<file path="src/rtl/eth_cmd_parser.sv">
`timescale 1ns/1ps
// -----------------------------------------------------------------------------
// eth_cmd_parser
//
// Receive-side framing stage that sits directly behind the RGMII receiver. It
// takes the assembled byte stream and does four jobs:
//   * strips the preamble and SFD,
//   * accepts only frames addressed to MAC_ADDR or to broadcast that carry
//     ETHERTYPE,
//   * checks the length and the FCS,
//   * emits one 32-bit control command per good frame.
// The first four payload bytes of a good frame become the command. Saturating
// good/bad frame counters are kept for the status display.
//
// Optional feature (compile-time macro ETH_CMD_SRC_MAC_EN):
//   When defined, the source MAC (header bytes 6..11) is captured and is
//   presented on cmd_src_mac together with each command. The transmit path
//   uses it to address replies. When undefined, the port does not exist and
//   the source address is not stored.
//
// Ports:
//   rxclk        in   1  receive clock, one byte per cycle, rising edge
//   rstn         in   1  synchronous active-low reset
//   rx_dv        in   1  byte valid / frame envelope
//   rx_er        in   1  receive error, only meaningful while rx_dv=1
//   rx_d         in   8  received byte
//   cmd_valid    out  1  one-cycle pulse, new command on cmd_data
//   cmd_data     out 32  payload bytes 0..3, byte 0 in [31:24]; held
//   frm_ok_cnt   out 16  frames that produced a command, saturating
//   frm_err_cnt  out 16  errored frames, saturating
//   busy         out  1  a frame is being parsed (not IDLE / WAIT_IDLE)
//   cmd_src_mac  out 48  (ETH_CMD_SRC_MAC_EN only) source MAC of command
// -----------------------------------------------------------------------------
module eth_cmd_parser #(
    parameter logic [47:0] MAC_ADDR  = 48'h02_00_00_00_00_01,
    parameter logic [15:0] ETHERTYPE = 16'h88B5,
    parameter int          MIN_LEN   = 64,
    parameter int          MAX_LEN   = 1518
) (
    input  logic        rxclk,
    input  logic        rstn,
    input  logic        rx_dv,
    input  logic        rx_er,
    input  logic [7:0]  rx_d,
    output logic        cmd_valid,
    output logic [31:0] cmd_data,
    output logic [15:0] frm_ok_cnt,
    output logic [15:0] frm_err_cnt,
    output logic        busy
`ifdef ETH_CMD_SRC_MAC_EN
    ,
    output logic [47:0] cmd_src_mac
`endif
);

    // -------------------------------------------------------------------------
    // Constants
    // -------------------------------------------------------------------------
    localparam logic [2:0] ST_WAIT_IDLE = 3'd0;
    localparam logic [2:0] ST_IDLE      = 3'd1;
    localparam logic [2:0] ST_PREAMBLE  = 3'd2;
    localparam logic [2:0] ST_HDR       = 3'd3;
    localparam logic [2:0] ST_PAYLOAD   = 3'd4;
    localparam logic [2:0] ST_DROP_ERR  = 3'd5;

    localparam logic [7:0]  BYTE_PRE    = 8'h55;
    localparam logic [7:0]  BYTE_SFD    = 8'hD5;
    localparam logic [31:0] CRC_INIT    = 32'hFFFF_FFFF;
    localparam logic [31:0] CRC_POLY    = 32'hEDB8_8320;
    // The register value left behind after the FCS has also been run through
    // the CRC when the frame is intact.
    localparam logic [31:0] CRC_RESIDUE = 32'hDEBB_20E3;

    localparam logic [10:0] MIN_CNT = 11'(MIN_LEN);
    localparam logic [10:0] MAX_CNT = 11'(MAX_LEN);
    localparam logic [10:0] CNT_SAT = 11'h7FF;

    // -------------------------------------------------------------------------
    // Helpers
    // -------------------------------------------------------------------------
    // One byte of reflected CRC-32. Bits are taken LSB first, as on the wire.
    function automatic logic [31:0] crc32_byte(input logic [31:0] crc,
                                               input logic [7:0]  data);
        logic [31:0] c;
        c = crc;
        for (int i = 0; i < 8; i++) begin
            c = (c[0] ^ data[i]) ? ((c >> 1) ^ CRC_POLY) : (c >> 1);
        end
        return c;
    endfunction

    // Destination byte expected at header position idx. Byte 0 is the MSB.
    function automatic logic [7:0] mac_byte(input logic [2:0] idx);
        case (idx)
            3'd0:    return MAC_ADDR[47:40];
            3'd1:    return MAC_ADDR[39:32];
            3'd2:    return MAC_ADDR[31:24];
            3'd3:    return MAC_ADDR[23:16];
            3'd4:    return MAC_ADDR[15:8];
            default: return MAC_ADDR[7:0];
        endcase
    endfunction

    function automatic logic [15:0] sat_inc16(input logic [15:0] v);
        return (v == 16'hFFFF) ? v : v + 16'd1;
    endfunction

    // -------------------------------------------------------------------------
    // State
    // -------------------------------------------------------------------------
    logic [2:0]  state_q,     state_d;
    logic [31:0] crc_q,       crc_d;
    logic [10:0] cnt_q,       cnt_d;        // bytes since SFD, saturating
    logic        err_q,       err_d;        // rx_er seen or frame too long
    logic        filt_q,      filt_d;       // drop_filt: not addressed to us
    logic        ne_mac_q,    ne_mac_d;     // dst differs from MAC_ADDR so far
    logic        ne_bc_q,     ne_bc_d;      // dst differs from broadcast so far
    logic [31:0] stage_q,     stage_d;      // payload bytes 0..3
    logic        cmd_valid_q, cmd_valid_d;
    logic [31:0] cmd_data_q,  cmd_data_d;
    logic [15:0] ok_cnt_q,    ok_cnt_d;
    logic [15:0] err_cnt_q,   err_cnt_d;
`ifdef ETH_CMD_SRC_MAC_EN
    logic [47:0] src_q,       src_d;        // header bytes 6..11, in flight
    logic [47:0] cmd_src_q,   cmd_src_d;    // published with the command
`endif

    // Combinational helpers used by the next-state logic
    logic [10:0] cnt_inc;
    logic [31:0] crc_upd;
    logic        frame_good;
    logic [7:0]  et_ref;

    assign cnt_inc = (cnt_q == CNT_SAT) ? cnt_q : cnt_q + 11'd1;
    assign crc_upd = crc32_byte(crc_q, rx_d);
    // Header byte 12 is the EtherType MSB and byte 13 the LSB.
    assign et_ref  = cnt_q[0] ? ETHERTYPE[7:0] : ETHERTYPE[15:8];
    // Only the good condition is evaluated here. A frame that ends while
    // still in the header is rejected at the end-of-frame decision below.
    assign frame_good = !err_q && (cnt_q >= MIN_CNT) && (cnt_q <= MAX_CNT) &&
                        (crc_q == CRC_RESIDUE);

    // -------------------------------------------------------------------------
    // Next-state logic
    // -------------------------------------------------------------------------
    always_comb begin
        // NOTE: every _d defaults to its _q, so no path through the case
        // leaves a signal unassigned. This keeps the block free of latches.
        state_d     = state_q;
        crc_d       = crc_q;
        cnt_d       = cnt_q;
        err_d       = err_q;
        filt_d      = filt_q;
        ne_mac_d    = ne_mac_q;
        ne_bc_d     = ne_bc_q;
        stage_d     = stage_q;
        cmd_valid_d = 1'b0;
        cmd_data_d  = cmd_data_q;
        ok_cnt_d    = ok_cnt_q;
        err_cnt_d   = err_cnt_q;
`ifdef ETH_CMD_SRC_MAC_EN
        src_d       = src_q;
        cmd_src_d   = cmd_src_q;
`endif

        case (state_q)
            // After reset we may be in the middle of someone else's frame.
            // Stay here until the line goes quiet.
            ST_WAIT_IDLE: begin
                if (!rx_dv) state_d = ST_IDLE;
            end

            // IDLE and PREAMBLE react to the same bytes. The only difference
            // is which state rx_dv=0 leads to, and both go to IDLE, so one
            // branch serves both. An SFD with no preamble is accepted.
            ST_IDLE, ST_PREAMBLE: begin
                if (!rx_dv) begin
                    state_d = ST_IDLE;
                end else if (rx_d == BYTE_SFD) begin
                    state_d  = ST_HDR;
                    crc_d    = CRC_INIT;
                    cnt_d    = '0;
                    err_d    = 1'b0;
                    filt_d   = 1'b0;
                    ne_mac_d = 1'b0;
                    ne_bc_d  = 1'b0;
                end else if (rx_d == BYTE_PRE) begin
                    state_d = ST_PREAMBLE;
                end else begin
                    state_d   = ST_DROP_ERR;
                    err_cnt_d = sat_inc16(err_cnt_q);
                end
            end

            ST_HDR, ST_PAYLOAD: begin
                if (rx_dv) begin
                    crc_d = crc_upd;
                    cnt_d = cnt_inc;
                    if (rx_er || (cnt_inc > MAX_CNT)) err_d = 1'b1;

                    if (state_q == ST_HDR) begin
                        if (cnt_q < 11'd6) begin
                            // The destination must match one whole address.
                            // A mix of MAC and FF bytes matches neither.
                            ne_mac_d = ne_mac_q | (rx_d != mac_byte(cnt_q[2:0]));
                            ne_bc_d  = ne_bc_q  | (rx_d != 8'hFF);
                            if (cnt_q == 11'd5) filt_d = filt_q | (ne_mac_d & ne_bc_d);
                        end else if (cnt_q >= 11'd12) begin
                            if (rx_d != et_ref) filt_d = 1'b1;
                        end
`ifdef ETH_CMD_SRC_MAC_EN
                        else begin
                            src_d = {src_q[39:0], rx_d};
                        end
`endif
                        if (cnt_q == 11'd13) state_d = ST_PAYLOAD;
                    end else if (cnt_q < 11'd18) begin
                        stage_d = {stage_q[23:0], rx_d};
                    end
                end else begin
                    // End of frame. The line may carry a new frame on the
                    // very next cycle, so go straight to IDLE.
                    state_d = ST_IDLE;
                    if (frame_good && (state_q == ST_PAYLOAD)) begin
                        if (!filt_q) begin
                            cmd_valid_d = 1'b1;
                            cmd_data_d  = stage_q;
                            ok_cnt_d    = sat_inc16(ok_cnt_q);
`ifdef ETH_CMD_SRC_MAC_EN
                            cmd_src_d   = src_q;
`endif
                        end
                    end else begin
                        err_cnt_d = sat_inc16(err_cnt_q);
                    end
                end
            end

            ST_DROP_ERR: begin
                if (!rx_dv) state_d = ST_IDLE;
            end

            default: state_d = ST_WAIT_IDLE;
        endcase
    end

    // -------------------------------------------------------------------------
    // Registers
    // -------------------------------------------------------------------------
    always_ff @(posedge rxclk) begin
        // NOTE: non-blocking assignments here. Every flop then samples the
        // pre-edge value of every other flop, whatever the statement order.
        if (!rstn) begin
            state_q     <= ST_WAIT_IDLE;
            crc_q       <= CRC_INIT;
            cnt_q       <= '0;
            err_q       <= 1'b0;
            filt_q      <= 1'b0;
            ne_mac_q    <= 1'b0;
            ne_bc_q     <= 1'b0;
            stage_q     <= '0;
            cmd_valid_q <= 1'b0;
            cmd_data_q  <= '0;
            ok_cnt_q    <= '0;
            err_cnt_q   <= '0;
`ifdef ETH_CMD_SRC_MAC_EN
            src_q       <= '0;
            cmd_src_q   <= '0;
`endif
        end else begin
            state_q     <= state_d;
            crc_q       <= crc_d;
            cnt_q       <= cnt_d;
            err_q       <= err_d;
            filt_q      <= filt_d;
            ne_mac_q    <= ne_mac_d;
            ne_bc_q     <= ne_bc_d;
            stage_q     <= stage_d;
            cmd_valid_q <= cmd_valid_d;
            cmd_data_q  <= cmd_data_d;
            ok_cnt_q    <= ok_cnt_d;
            err_cnt_q   <= err_cnt_d;
`ifdef ETH_CMD_SRC_MAC_EN
            src_q       <= src_d;
            cmd_src_q   <= cmd_src_d;
`endif
        end
    end

    // -------------------------------------------------------------------------
    // Outputs
    // -------------------------------------------------------------------------
    assign cmd_valid   = cmd_valid_q;
    assign cmd_data    = cmd_data_q;
    assign frm_ok_cnt  = ok_cnt_q;
    assign frm_err_cnt = err_cnt_q;
    assign busy        = (state_q != ST_IDLE) && (state_q != ST_WAIT_IDLE);
`ifdef ETH_CMD_SRC_MAC_EN
    assign cmd_src_mac = cmd_src_q;
`endif

endmodule
</file>
<file path="config.mk">
export PLATFORM = sky130hd
export DESIGN_NAME = eth_cmd_parser
export DESIGN_NICKNAME = d
export VERILOG_FILES = /design/src/rtl/eth_cmd_parser.sv
export SDC_FILE = /design/constraint.sdc
export NUM_CORES = 1
export LEC_CHECK = 0
export BUFFER_PORTS_ARGS = -buffer_cell sky130_fd_sc_hd__buf_4
export CORE_UTILIZATION = 63
export CTS_CLUSTER_SIZE = 24
export DETAILED_ROUTE_END_ITERATION = 7
export PLACE_DENSITY = 0.85
export SLEW_MARGIN = 20
export SYNTH_ARGS = -nofsm -noshare
export SYNTH_HDL_FRONTEND = slang
export SYNTH_SLANG_ARGS = --single-unit
</file>
<file path="constraint.sdc">
create_clock -name rxclk -period 7.75 [get_ports rxclk]
set_clock_uncertainty 0.1 [all_clocks]
set_input_delay 1.55 -clock rxclk [delete_from_list [all_inputs] [get_ports rxclk]]
set_output_delay 1.55 -clock rxclk [all_outputs]
set_load 0.1 [all_outputs]
</file>
==> results.txt <==
Once layout is complete, the cells apart from fillers number 1068. The tree is rooted in a sky130_fd_sc_hd__clkbuf_8. The relative max-transition margin came out at 0.352. The post-synthesis sequential area ratio is 0.418. For the pin with the worst max-slew slack, the measured transition is 972 ps. The worst IR drop on VDD is 0.170 mV. The mapped netlist covers around 0.0070 mm2.

The share of the core filled with cells in the final layout came out at 0.752. For this run, the slowest stage of the critical path takes ~520 ps. The top cell type's share of synthesized area came out at 0.418. The fmax is 283 MHz.

The post-route clock period utilization came out at 0.455. The number of levels in the clock H-tree came out at 4. The number of different library cells in the post-synthesis netlist came out at 63. The post-layout minimum cycle time came out at 3530 ps. The via count of the first global-routing pass is about 5800. The sink count of the clock tree came out at 147. Setup repair after global routing left no endpoint under its margin. After clock tree synthesis, the clock-pin slew on the worst setup and hold paths is 60 ps. The initial utilization of the core area, before any placement, comes to 0.649. The global router's overall resource usage is 0.307.

The global routing usage on met2 came out at 0.483. The floorplan step set the die width to approximately 110 um. The switching part of the total is 0.245. The initial antenna violation count is 0. The detailed-route via count is 6494. The number of placed instances, taps included, is ~1000. The routed wire length came out at around 17 mm.

The post-cts sizing count came out at 0. The highest net fanout along the worst path came out at 17. The static power due to leakage is about 2.8 nW.

The congestion estimate from routability-driven global placement came to between 0.9 and 1. The DRC violation count after routing came out at 0. After detailed routing, the number of vias per cell comes to slightly above 6. In the final routed layout, each cell accounts on average for 16.1 um. The number of input and output port buffers inserted is 77. The total I/O pin count is 78. TritonCTS built the clock tree. The first detailed-routing pass took 5 iterations.

The design internal power is between 1 and 1.5 mW. The area of the core is 0.0108 mm2. The analysis attributes to net switching a power of around 0.43 mW. After routing, the total negative slack on setup checks comes to 0 ps. The maximum count of clock buffers along a single path is 2. The setup path with the least slack is of type in2reg. The Yosys step of the flow raised 0 warnings.

The required time at the endpoint of the critical path is about 8100 ps. The cell type with the highest aggregate area in the netlist is sky130_fd_sc_hd__dfxtp_1. The die span in y came out at 108 um. The number of synthesized flops with an enable pin came out at 0. The number of antenna-violating nets in the routed design came out at 0.

The maximum number of pins on one net before global-route repair came out at 98. For this design the ratio of total power to cell area is between 200 and 250 mW/mm2. The post-route cell area came out at 0.00816 mm2.

The number of hold-slack violations in the final timing report came out at 0. The met1 usage in global routing is 0.421. STA classifies the critical path endpoint as a register.

The number of clock buffers added by TritonCTS is 17. The placed instance area is around 0.0076 mm2. The max-cap violation count came out at 0. The net count of the finished layout is ~930.

The post-synthesis instance total is around 880. Yosys attributes the largest share of cell area to sky130_fd_sc_hd__dfxtp_1 42%, sky130_fd_sc_hd__nand2_1 11%, sky130_fd_sc_hd__a21oi_1 7.3%. The run finished with clean final reports.

The wire length of the first global-routing pass is around 28 mm. The number of setup buffers added after CTS is 0. The critical path arrival is between 3000 and 4000 ps. The number of cells on the worst hold path came out at 2.

The relative contribution of the clock network to total power came out at 0.466. The number of pins exceeding their max-slew limit in the final report was 0. In the global route stage, met3 resource usage came out at 0.0569.

The floorplan step defined a die boundary enclosing about 0.012 mm2. The fraction of layout instances using a drive strength above 1 came out at 0.136. The worst hold-check path type is reg2reg.

The part of the total power dissipated in combinational logic is 0.095. The final count of negative-setup-slack endpoints came out at 0. Measured in cells, the most critical reg-to-reg path has a length of 7. The total number of placement rows came out at 38.

The layout overhead on the synthesized area came out at 16.0%. For this run the aggregate overflow at the end of global routing stands at 0. The post-DP HPWL came out at ~11 mm. The most used flip-flop cell after synthesis is sky130_fd_sc_hd__dfxtp_1. In this run, post-CTS hold repair placed 0 buffers. Counting flops with an async set or reset pin after synthesis yields a share of 0. The later pin in the worst-skew pair is clocked with a latency of around 540 ps.

0 antenna diodes ended up in the layout. The flip-flop and latch count after synthesis is between 100 and 150. The initial detailed-routing violation count is ~590. The synthesized area per cell is 7.98 um2. Walking the worst path, the cells encountered are buf_4, or2_2, nor4_4, o211ai_1, buf_4, or4_1, a21oi_1.

The cell with the biggest individual delay on the critical path is sky130_fd_sc_hd__or4_1. Synthesis produced a netlist with a net count of 899. The register share of total power is 0.439. The global routing's busiest layer is met2. Among the stages of the critical path, the cell type that occurs most often is sky130_fd_sc_hd__buf_4.

The number of inserted filler cells in the final layout came out at approximately 830. STA classifies the critical path startpoint as an input pin.
==> stage by stage <==
stage	total power [mW]	setup slack [ps]	hold WS, ps
floorplan	0.919	4150	333
global placement	0.947	3870	340
detailed placement	0.951	3750	345
CTS	1.76	4290	353
global route	1.81	4010	368
finish	1.75	4220	350
==> layout by cell type, fill, tap and decap left out, types with 17 or more instances in the layout <==
cell	synthesis	routed
sky130_fd_sc_hd__nand3_1	28	28
sky130_fd_sc_hd__a21oi_1	102	102
sky130_fd_sc_hd__o21ai_0	24	24
sky130_fd_sc_hd__nand2_1	200	198
sky130_fd_sc_hd__xnor2_1	54	54
sky130_fd_sc_hd__or4_1	17	17
sky130_fd_sc_hd__nor2_1	30	30
sky130_fd_sc_hd__buf_4	0	81
sky130_fd_sc_hd__dfxtp_1	147	147
sky130_fd_sc_hd__xor2_1	20	20
sky130_fd_sc_hd__o22ai_1	27	27
==> final cells by class <==
type | count | area (um2) | area share
clock inverter | 14 | 163 | 0.0199
clock buffer | 18 | 428 | 0.0525
multi-input combinational | 660 | 3810 | 0.467
timing repair buffer | 81 | 608 | 0.0746
tap | 140 | 175 | 0.0215
inverter | 8 | 30.0 | 0.00368
sequential | 147 | 2940 | 0.361
==> cell usage after synthesis (5+ instances only) <==
master	n
sky130_fd_sc_hd__buf_2	8
sky130_fd_sc_hd__o31ai_1	13
sky130_fd_sc_hd__o22ai_1	27
sky130_fd_sc_hd__ha_1	6
sky130_fd_sc_hd__or4_1	17
sky130_fd_sc_hd__a21oi_1	102
sky130_fd_sc_hd__clkbuf_1	58
sky130_fd_sc_hd__dfxtp_1	147
sky130_fd_sc_hd__nand4_1	14
sky130_fd_sc_hd__nor2_1	30
sky130_fd_sc_hd__o211ai_1	5
sky130_fd_sc_hd__nand3_1	28
sky130_fd_sc_hd__nor3b_1	5
sky130_fd_sc_hd__nor3_1	16
sky130_fd_sc_hd__inv_1	7
sky130_fd_sc_hd__o21ai_0	24
sky130_fd_sc_hd__and4_1	6
sky130_fd_sc_hd__xor2_1	20
sky130_fd_sc_hd__nor4_1	7
sky130_fd_sc_hd__or3_1	9
sky130_fd_sc_hd__xnor2_1	54
sky130_fd_sc_hd__o21a_1	7
sky130_fd_sc_hd__and3_1	6
sky130_fd_sc_hd__nand2_1	200
sky130_fd_sc_hd__nor4b_1	5
==> path summary, 6_finish.rpt <==
path | endpoint | slack [ps] | from
min reg2reg | cmd_data[28] | 350 | cmd_data[28]
max reg2reg | frm_ok_cnt[15] | 4270 | state_q[2]
max | frm_ok_cnt[15] | 4220 | rx_dv
min | cmd_data[28] | 350 | cmd_data[28]
==> critical path: cells and delay by family <==
family          cells  cell delay [ps]
simple gates        3             1190
buf+inv             2              520
compound gates      2              620
==> sequential cells by signal, summed over array words and instances (netlist names) <==
register,flops
cmd_data,32
crc_q,32
stage_q,32
frm_err_cnt,16
frm_ok_cnt,16
cnt_q,11
state_q,3
cmd_valid,1
err_q,1
filt_q,1
ne_bc_q,1
ne_mac_q,1
==> kinds of logic (layout without fill, tap and decap cells) <==
logic type,after synthesis,in the layout,synth area share
xor+xnor,75,75,0.0954
fa+ha+maj,7,7,0.0121
flops,147,147,0.418
simple gates,364,364,0.249
buf+inv,74,121,0.0409
mux,4,4,0.00569
compound gates,210,210,0.178
==> layer usage <==
layer	wire, um	vias to the layer above	part of all wire
met2	8090	239	0.47
met1	7660	3042	0.45
li1	-	3183	-
met4	297	0	0.017
met5	0	-	0
met3	1110	30	0.065
==> power groups by stage <==
stage	clock network (mW)	registers, mW	logic (mW)
2_1_floorplan	0	0.792	0.127
3_5_place_dp	0	0.787	0.164
3_3_place_gp	0	0.787	0.160
6_report	0.817	0.771	0.166
5_1_grt	0.856	0.772	0.180
4_1_cts	0.825	0.771	0.165
Note: power is estimated with default switching activity, not from simulation.
